## config.mk

```make
export PLATFORM = sky130hd
export DESIGN_NAME = spi_fword_master
export DESIGN_NICKNAME = d
export VERILOG_FILES = /design/src/rtl/spi_fword_master.sv
export SDC_FILE = /design/constraint.sdc
export NUM_CORES = 1
export LEC_CHECK = 0
export CAP_MARGIN = 20
export CORE_AREA = 4 4 150 152
export CTS_CLUSTER_DIAMETER = 50
export CTS_CLUSTER_SIZE = 24
export DETAILED_ROUTE_END_ITERATION = 8
export DIE_AREA = 0 0 154 156
export GPL_TIMING_DRIVEN = 0
export PLACE_DENSITY_LB_ADDON = 0.15
export SLEW_MARGIN = 25
export SYNTH_ARGS = -nofsm -noshare
export SYNTH_HDL_FRONTEND = slang
export SYNTH_SLANG_ARGS = --single-unit
export TNS_END_PERCENT = 10
```

## constraint.sdc

```tcl
create_clock -name clk -period 7.2 [get_ports clk]
set_input_delay 1.8 -clock clk [delete_from_list [all_inputs] [get_ports clk]]
set_output_delay 1.8 -clock clk [all_outputs]
set_load 0.02 [all_outputs]
```

## src/rtl/spi_fword_master.sv

```systemverilog
// spi_fword_master: sends a 32-bit tuning word MSB-first as one mode-0 SPI frame; start is honoured only in IDLE.
// Define SPI_FWORD_CHECKSUM_EN to append an XOR checksum byte (5-byte frame).
module spi_fword_master #(
   parameter int CLK_DIV    = 4,
   parameter int GAP_CYCLES = 8
) (
   input  logic        clk,
   input  logic        rst,
   input  logic        start,
   input  logic [31:0] fword,
   output logic        busy,
   output logic        done,
   output logic [31:0] rx_word,
   output logic        cs,
   output logic        sck,
   output logic        MOSI,
   input  logic        MISO
);

`ifdef SPI_FWORD_CHECKSUM_EN
   localparam int NBYTES = 5;
`else
   localparam int NBYTES = 4;
`endif
   localparam logic [7:0] DIV_M1    = 8'(CLK_DIV - 1);
   localparam logic [7:0] GAP_M1    = 8'(GAP_CYCLES - 1);
   localparam logic [2:0] LAST_BYTE = 3'(NBYTES - 1);

   typedef enum logic [2:0] {IDLE, SETUP, SHIFT, GAP, HOLD} state_t;

   state_t      state, state_nxt;
   logic [7:0]  cnt;
   logic [2:0]  bit_cnt;
   logic [2:0]  byte_cnt;
   logic        sck_r;
   logic [7:0]  tx_sh;
   logic [31:0] tx_word;
   logic [31:0] rx_sh;
   logic [31:0] rx_word_r;
   logic        done_r;
   logic        half_end;
   logic        byte_end;

   function automatic logic [7:0] pick_byte(input logic [31:0] w, input logic [2:0] idx);
      logic [7:0] b;
      b = 8'h00;
      case (idx)
         3'd0: b = w[31:24];
         3'd1: b = w[23:16];
         3'd2: b = w[15:8];
         3'd3: b = w[7:0];
`ifdef SPI_FWORD_CHECKSUM_EN
         3'd4: b = w[31:24] ^ w[23:16] ^ w[15:8] ^ w[7:0];
`endif
         default: b = 8'h00;
      endcase
      return b;
   endfunction

   assign half_end = (cnt == DIV_M1);
   // A byte ends on the falling sck edge that closes the high half of bit 7.
   assign byte_end = (state == SHIFT) && half_end && sck_r && (bit_cnt == 3'd7);

   always_ff @(posedge clk or posedge rst) begin
      if (rst) state <= IDLE;
      else     state <= state_nxt;
   end

   always_comb begin
      state_nxt = state;
      case (state)
         IDLE:  if (start) state_nxt = SETUP;
         SETUP: if (half_end) state_nxt = SHIFT;
         SHIFT: begin
            if (byte_end) begin
               if (byte_cnt == LAST_BYTE)  state_nxt = HOLD;
               else if (GAP_CYCLES == 0)   state_nxt = SHIFT;
               else                        state_nxt = GAP;
            end
         end
         GAP:   if (cnt == GAP_M1) state_nxt = SHIFT;
         HOLD:  if (half_end) state_nxt = IDLE;
         default: state_nxt = IDLE;
      endcase
   end

   always_ff @(posedge clk or posedge rst) begin
      if (rst) begin
         cnt       <= 8'h00;
         bit_cnt   <= 3'd0;
         byte_cnt  <= 3'd0;
         sck_r     <= 1'b0;
         tx_sh     <= 8'h00;
         tx_word   <= 32'h0;
         rx_sh     <= 32'h0;
         rx_word_r <= 32'h0;
         done_r    <= 1'b0;
      end else begin
         // Counter restarts on every state change and on each SCK half-period.
         if ((state_nxt != state) || ((state == SHIFT) && half_end)) cnt <= 8'h00;
         else if (state != IDLE)                                     cnt <= cnt + 8'd1;

         done_r <= (state == HOLD) && half_end;

         case (state)
            IDLE: begin
               if (start) begin
                  tx_word  <= fword;
                  tx_sh    <= fword[31:24];
                  bit_cnt  <= 3'd0;
                  byte_cnt <= 3'd0;
               end
            end
            SHIFT: begin
               if (half_end) begin
                  sck_r <= ~sck_r;
                  if (!sck_r) begin
`ifdef SPI_FWORD_CHECKSUM_EN
                     if (byte_cnt != 3'd4) rx_sh <= {rx_sh[30:0], MISO};
`else
                     rx_sh <= {rx_sh[30:0], MISO};
`endif
                  end else if (bit_cnt == 3'd7) begin
                     bit_cnt  <= 3'd0;
                     byte_cnt <= byte_cnt + 3'd1;
                     tx_sh    <= pick_byte(tx_word, byte_cnt + 3'd1);
                  end else begin
                     bit_cnt <= bit_cnt + 3'd1;
                     tx_sh   <= {tx_sh[6:0], 1'b0};
                  end
               end
            end
            HOLD: if (half_end) rx_word_r <= rx_sh;
            default: ;
         endcase
      end
   end

   assign busy    = (state != IDLE);
   assign cs      = (state == IDLE);
   assign sck     = sck_r;
   assign done    = done_r;
   assign rx_word = rx_word_r;
   assign MOSI    = ((state == SETUP) || (state == SHIFT) || (state == GAP)) ? tx_sh[7] : 1'b0;

endmodule

```

==> Word-level counts from Yosys, hierarchy flattened <==
Index checks and enable logic that the tools add are counted.
{ "op_classes": {"addsub": 3, "n_eq_ne": 16, "n_mux": 25, "n_bitwise": 1, "n_reduce_logical": 18} }
{ "ops": {"columns": ["operator", "count"], "rows": [
  ["$mux 8", 6],
  ["$mux 3", 13],
  ["$pmux 8 s4", 1],
  ["$pmux 8 s2", 1],
  ["$eq 3x2->1 const B", 5],
  ["$pmux 3 s5", 1],
  ["$pmux 3 s2", 2],
  ["$add 8x1->8 const B", 1],
  ["$eq 8x2->1 const B", 1],
  ["$eq 8x3->1 const B", 1],
  ["$add 3x1->3 const B", 2],
  ["$eq 3x1->1 const B", 2],
  ["$eq 3x3->1 const B", 2],
  ["$logic_not 3->1", 2],
  ["$ne 2x2->1 const B", 3],
  ["$reduce_and 2->1", 3],
  ["$reduce_and 5->1", 1],
  ["$logic_and 1x1->1", 4],
  ["$reduce_and 4->1", 1],
  ["$reduce_bool 2->1", 2],
  ["$logic_or 1x1->1", 3],
  ["$ne 3x3->1", 1],
  ["$reduce_and 3->1", 1],
  ["$reduce_bool 3->1", 1],
  ["other kinds (3)", 3]
]} }
{ "word_totals": {"regBits": 123, "input_bits": 36, "out_inout_bits": 37, "word_cells": 73} }

==> Depth between registers and ports, before layout <==
{ "depth": {"depth_word": 9, "ltp_mapped": 8, "depth_no_buf": 6} }

==> Worst setup path before layout <==
OpenSTA, ideal clock, no wires.
{ "synth_path": {"path_kind": "flip-flop to output port", "from": "reg state[0]", "to": "out MOSI", "arrival_ns": 1.161, "t_required_ns": 5.400, "setup_slack_ns": 4.239, "path_stages_with_launch": 4, "path_buffers": 1, "path_cell_list": "dfrtp_1 -> clkbuf_1 -> nor2_1 -> nor3b_1"} }
{ "synth_via": {"elab_chain_cells": 4, "word_cells_on_any_way": 6, "classes_between": "eq/ne (3); mux (1); reduce/logical (2)"} }
{ "synth_lines": {"columns": ["element", "line", "rtl"], "rows": [
  ["from (decl)", "31", "state_t state, state_nxt;"],
  ["from (signal assigned)", "66", "else state <= state_nxt;"],
  ["$eq 3x1->1 or $eq 3x2->1 (tied branches)", "144", "assign MOSI = ((state == SETUP) || (state == SHIFT) || (state == GAP)) ? tx_sh[7] : 1'b0;"],
  ["$logic_or 1x1->1", "144", null],
  ["$logic_or 1x1->1 *", "144", null],
  ["$mux 1 *", "144", null],
  ["to (decl)", "16", "output logic MOSI,"]
]} }
Every way passes the cells marked *; elsewhere a longest branch is shown, timed or not.

==> Worst setup path in the final report <==
{ "layout_path": {"from": "reg state[2]", "to": "out cs"} }
{ "layout_via": {"elab_chain_cells": 1} }
{ "layout_lines": {"columns": ["element", "line", "rtl"], "rows": [
  ["$logic_not 3->1", "140", "assign cs = (state == IDLE);"],
  ["to (decl)", "14", "output logic cs,"]
]} }
No other way between the ends.

==> results.py <==
metrics = {
    "critical_path": {
        "reg2regPathDepth": 7,
        "path_class": "register to output port",
        "crit-reg2reg-launch": "state[0]$_DFF_PP0_",
        "cp.required_ns": 5.40,
        "r2r-end": "rx_sh[28]$_DFFE_PP0P_",
        "critPathMaxFanout": 10,
        "cp.arrival_ns": 2.16,
        "r2r_setup_slack_ns": 4.88,
        "start_kind": "register",
        "worst_setup_path_end_kind": "output port",
    },
    "synth": {
        "syn_area_mm2": 0.00544,
        "ys_seq_elements": 123,
        "netlist_instances": 396,
        "synth_cell_types": 47,
        "yosys_warnings": 0,
        "ys_seq_area_share_pct": 56.6,
        "syn_area_per_cell_um2": 13.7,
        "synth_nets": 441,
    },
    "clock_network": {
        "ctsRootBufferMaster": "clkbuf_16",
        "cts_buffers": 17,
        "cts_hold_buf": 0,
        "cts.sink_count": 123,
        "cts-resized-gates": 0,
        "cts_buffer_depth": 2,
        "insertion_delay_ns": 0.41,
        "cts_tree": "done",
        "post_cts_buffers": 0,
        "clkTransAtPathRegs_ns": 0.06,
        "htreeDepth": 4,
    },
    "power": {
        "leakagePower_nw": 3.43,
        "power_density_mw_per_mm2": 238,
        "peakVddDrop_v": 0.000151,
        "p_total_w": 0.00172,
    },
    "die": {
        "die_h_um": 156,
        "rows": 53,
        "dieArea_mm2": 0.0240,
        "io_pins": 73,
        "coreArea_mm2": 0.0210,
        "die_w_um": 154,
        "start_util_pct": 25.9,
    },
    "final_layout": {
        "final_common_cell": "dfrtp_1",
        "n_fill_cell": 2027,
        "fin_util_pct": 34.4,
        "area.growth.synth_to_final_pct": 32.7,
        "layout-drive-gt1-share_pct": 31.0,
        "final_nets": 533,
        "diodes": 0,
        "mostFrequentLayoutCells": "123 x dfrtp_1, 72 x clkdlybuf4s50_1, 67 x mux2_2",
        "regArea_mm2": 0.00308,
        "multi_input_area_mm2": 0.00215,
    },
    "placed_design": {
        "place.port_buffers": 72,
        "dpl.hpwl_um": 8000,
        "place_congestion": 0.745,
    },
    "routing": {
        "detail-route-antenna-nets": 0,
        "wl_per_cell_um": 15.1,
        "first_pass_iters": 4,
        "num_vias": 3413,
        "wl_um": 11700,
        "drtIter0Drc": 103,
        "routed_via_density": 4.40,
        "drcViolationCount": 0,
    },
    "timing": {
        "worst_pin_slew_ns": 0.664,
        "hold_violations": 0,
        "final_max_slew_viol_count": 0,
        "slew_headroom_pct": 55.8,
        "final.period_utilization_pct": 55.0,
        "finalSetupViolations": 0,
        "fin_crit_ns": 3.96,
        "clock.fmax_ghz": 0.253,
        "whs_ns": 0.506,
        "fin_skew_ns": 0.00625,
        "rsz0062_at_grt": "false",
        "setup_tns_ns": 0,
    },
    "min_path": {
        "hold_path.startpoint": "rx_word[24]$_DFFE_PP0P_",
        "hp-class": "register to register",
        "holdPathStages": 1,
        "whs_endpoint": "rx_word[24]$_DFFE_PP0P_",
    },
    "grt": {
        "grt_pass1_vias": 3607,
        "grt_start_max_net_pins": 69,
        "grt_pass1_wl_um": 19200,
        "grt_antenna_before_repair": 0,
        "grtUsageTotal_pct": 10.0,
        "gr-total-overflow": 0,
    },
    "run_status": {
        "status": "finished clean",
    },
    "run": {
        "drv_cap": 0,
    },
}
## worst max path at each step
stage,slack (ns),startpoint,endpoint,depth (start not counted)
floorplan,2.13,rst,bit_cnt[0]$_DFFE_PP0P_,1
CTS,3.19,state[2]$_DFF_PP0_,cs,5
global route,3.11,state[2]$_DFF_PP0_,cs,5
detailed placement,3.64,state[2]$_DFF_PP0_,cs,5
finish,3.24,state[2]$_DFF_PP0_,cs,5
global placement,0.19,rst,tx_word[2]$_DFFE_PP0P_,2
## state kept, by name, indices dropped and copies added (netlist names)
signal    count
tx_sh         8
rx_word      32
tx_word      32
byte_cnt      3
bit_cnt       3
rx_sh        32
cnt           8
done          1
sck           1
state         3
## synthesized netlist by cell type (all sizes together)
master / n / area, um2
nand2b: 2 / 12.5
mux2i: 2 / 20.0
or2: 1 / 6.26
or3: 3 / 20.0
nor4: 2 / 27.5
and3: 1 / 7.51
nor2b: 2 / 12.5
dfrtp: 123 / 3080
nor4bb: 1 / 10.0
inv: 11 / 41.3
clkbuf: 8 / 30.0
nand4: 3 / 18.8
nor3: 10 / 50.1
o21bai: 1 / 7.51
a21oi: 3 / 15.0
buf: 16 / 139
nand3: 14 / 70.1
or2b: 1 / 7.51
o311ai: 1 / 8.76
and2: 2 / 12.5
o31a: 1 / 8.76
nand3b: 1 / 7.51
a31oi: 1 / 6.26
nor2: 12 / 47.6
xor2: 3 / 26.3
ha: 9 / 113
nand2: 16 / 65.1
o21ai: 6 / 30.0
mux2: 97 / 1200
a22oi: 17 / 128
o31ai: 7 / 52.6
nor3b: 3 / 27.5
xnor2: 6 / 52.6
or3b: 1 / 8.76
a221oi: 7 / 61.3
o22ai: 2 / 12.5
## layout make-up
type                       instances  share of cell area [%]
sequential                       123                    42.6
multi-input combinational        238                    29.8
inverter                          11                   0.676
buffer                            24                    2.34
clock buffer                      18                    6.08
clock inverter                    13                    3.33
timing repair buffer              73                    10.4
tap                              275                    4.76
## worst max-delay path: stages, from the launching register on
cell and delay, ns:
dfrtp_1 0.36, buf_2 0.17, or3_1 0.31, buf_2 0.18, inv_2 0.11, clkdlybuf4s50_1 0.62
## power breakdown
part	switching [W]	total [W]	internal [W]
Combinational	0.0000180	0.0000376	0.0000196
Clock	0.000325	0.000986	0.000661
Sequential	0.00000109	0.000694	0.000693
## through the flow
stage	std cells	setup slack, ns	cell area [um2]
global placement	743	0.192	6510
CTS	775	3.19	7220
global route	775	3.11	7220
floorplan	396	2.13	5440
detailed placement	744	3.64	6540
finish	775	3.24	7220
## cells by family after synthesis
family / Yosys count / synth area share (%)
adders and majority gates: 9 / 2.07
buffers and inverters: 35 / 3.86
muxes: 99 / 22.4
DFF: 123 / 56.6
xor gates and xnor gates: 9 / 1.45
and+or+nand+nor: 75 / 7.56
AOI/OAI and AO/OA: 46 / 6.07
## metal layers
metal / share of wire, % / global-route usage [%] / vias to the layer above
met4: 0.81 / 2.94 / 0
met1: 47 / 12.6 / 1712
met5: 0 / 0 / -
met3: 5.0 / 3.83 / 8
met2: 48 / 16.2 / 78
li1: - / - / 1615
(Power assumes the default switching activity.)
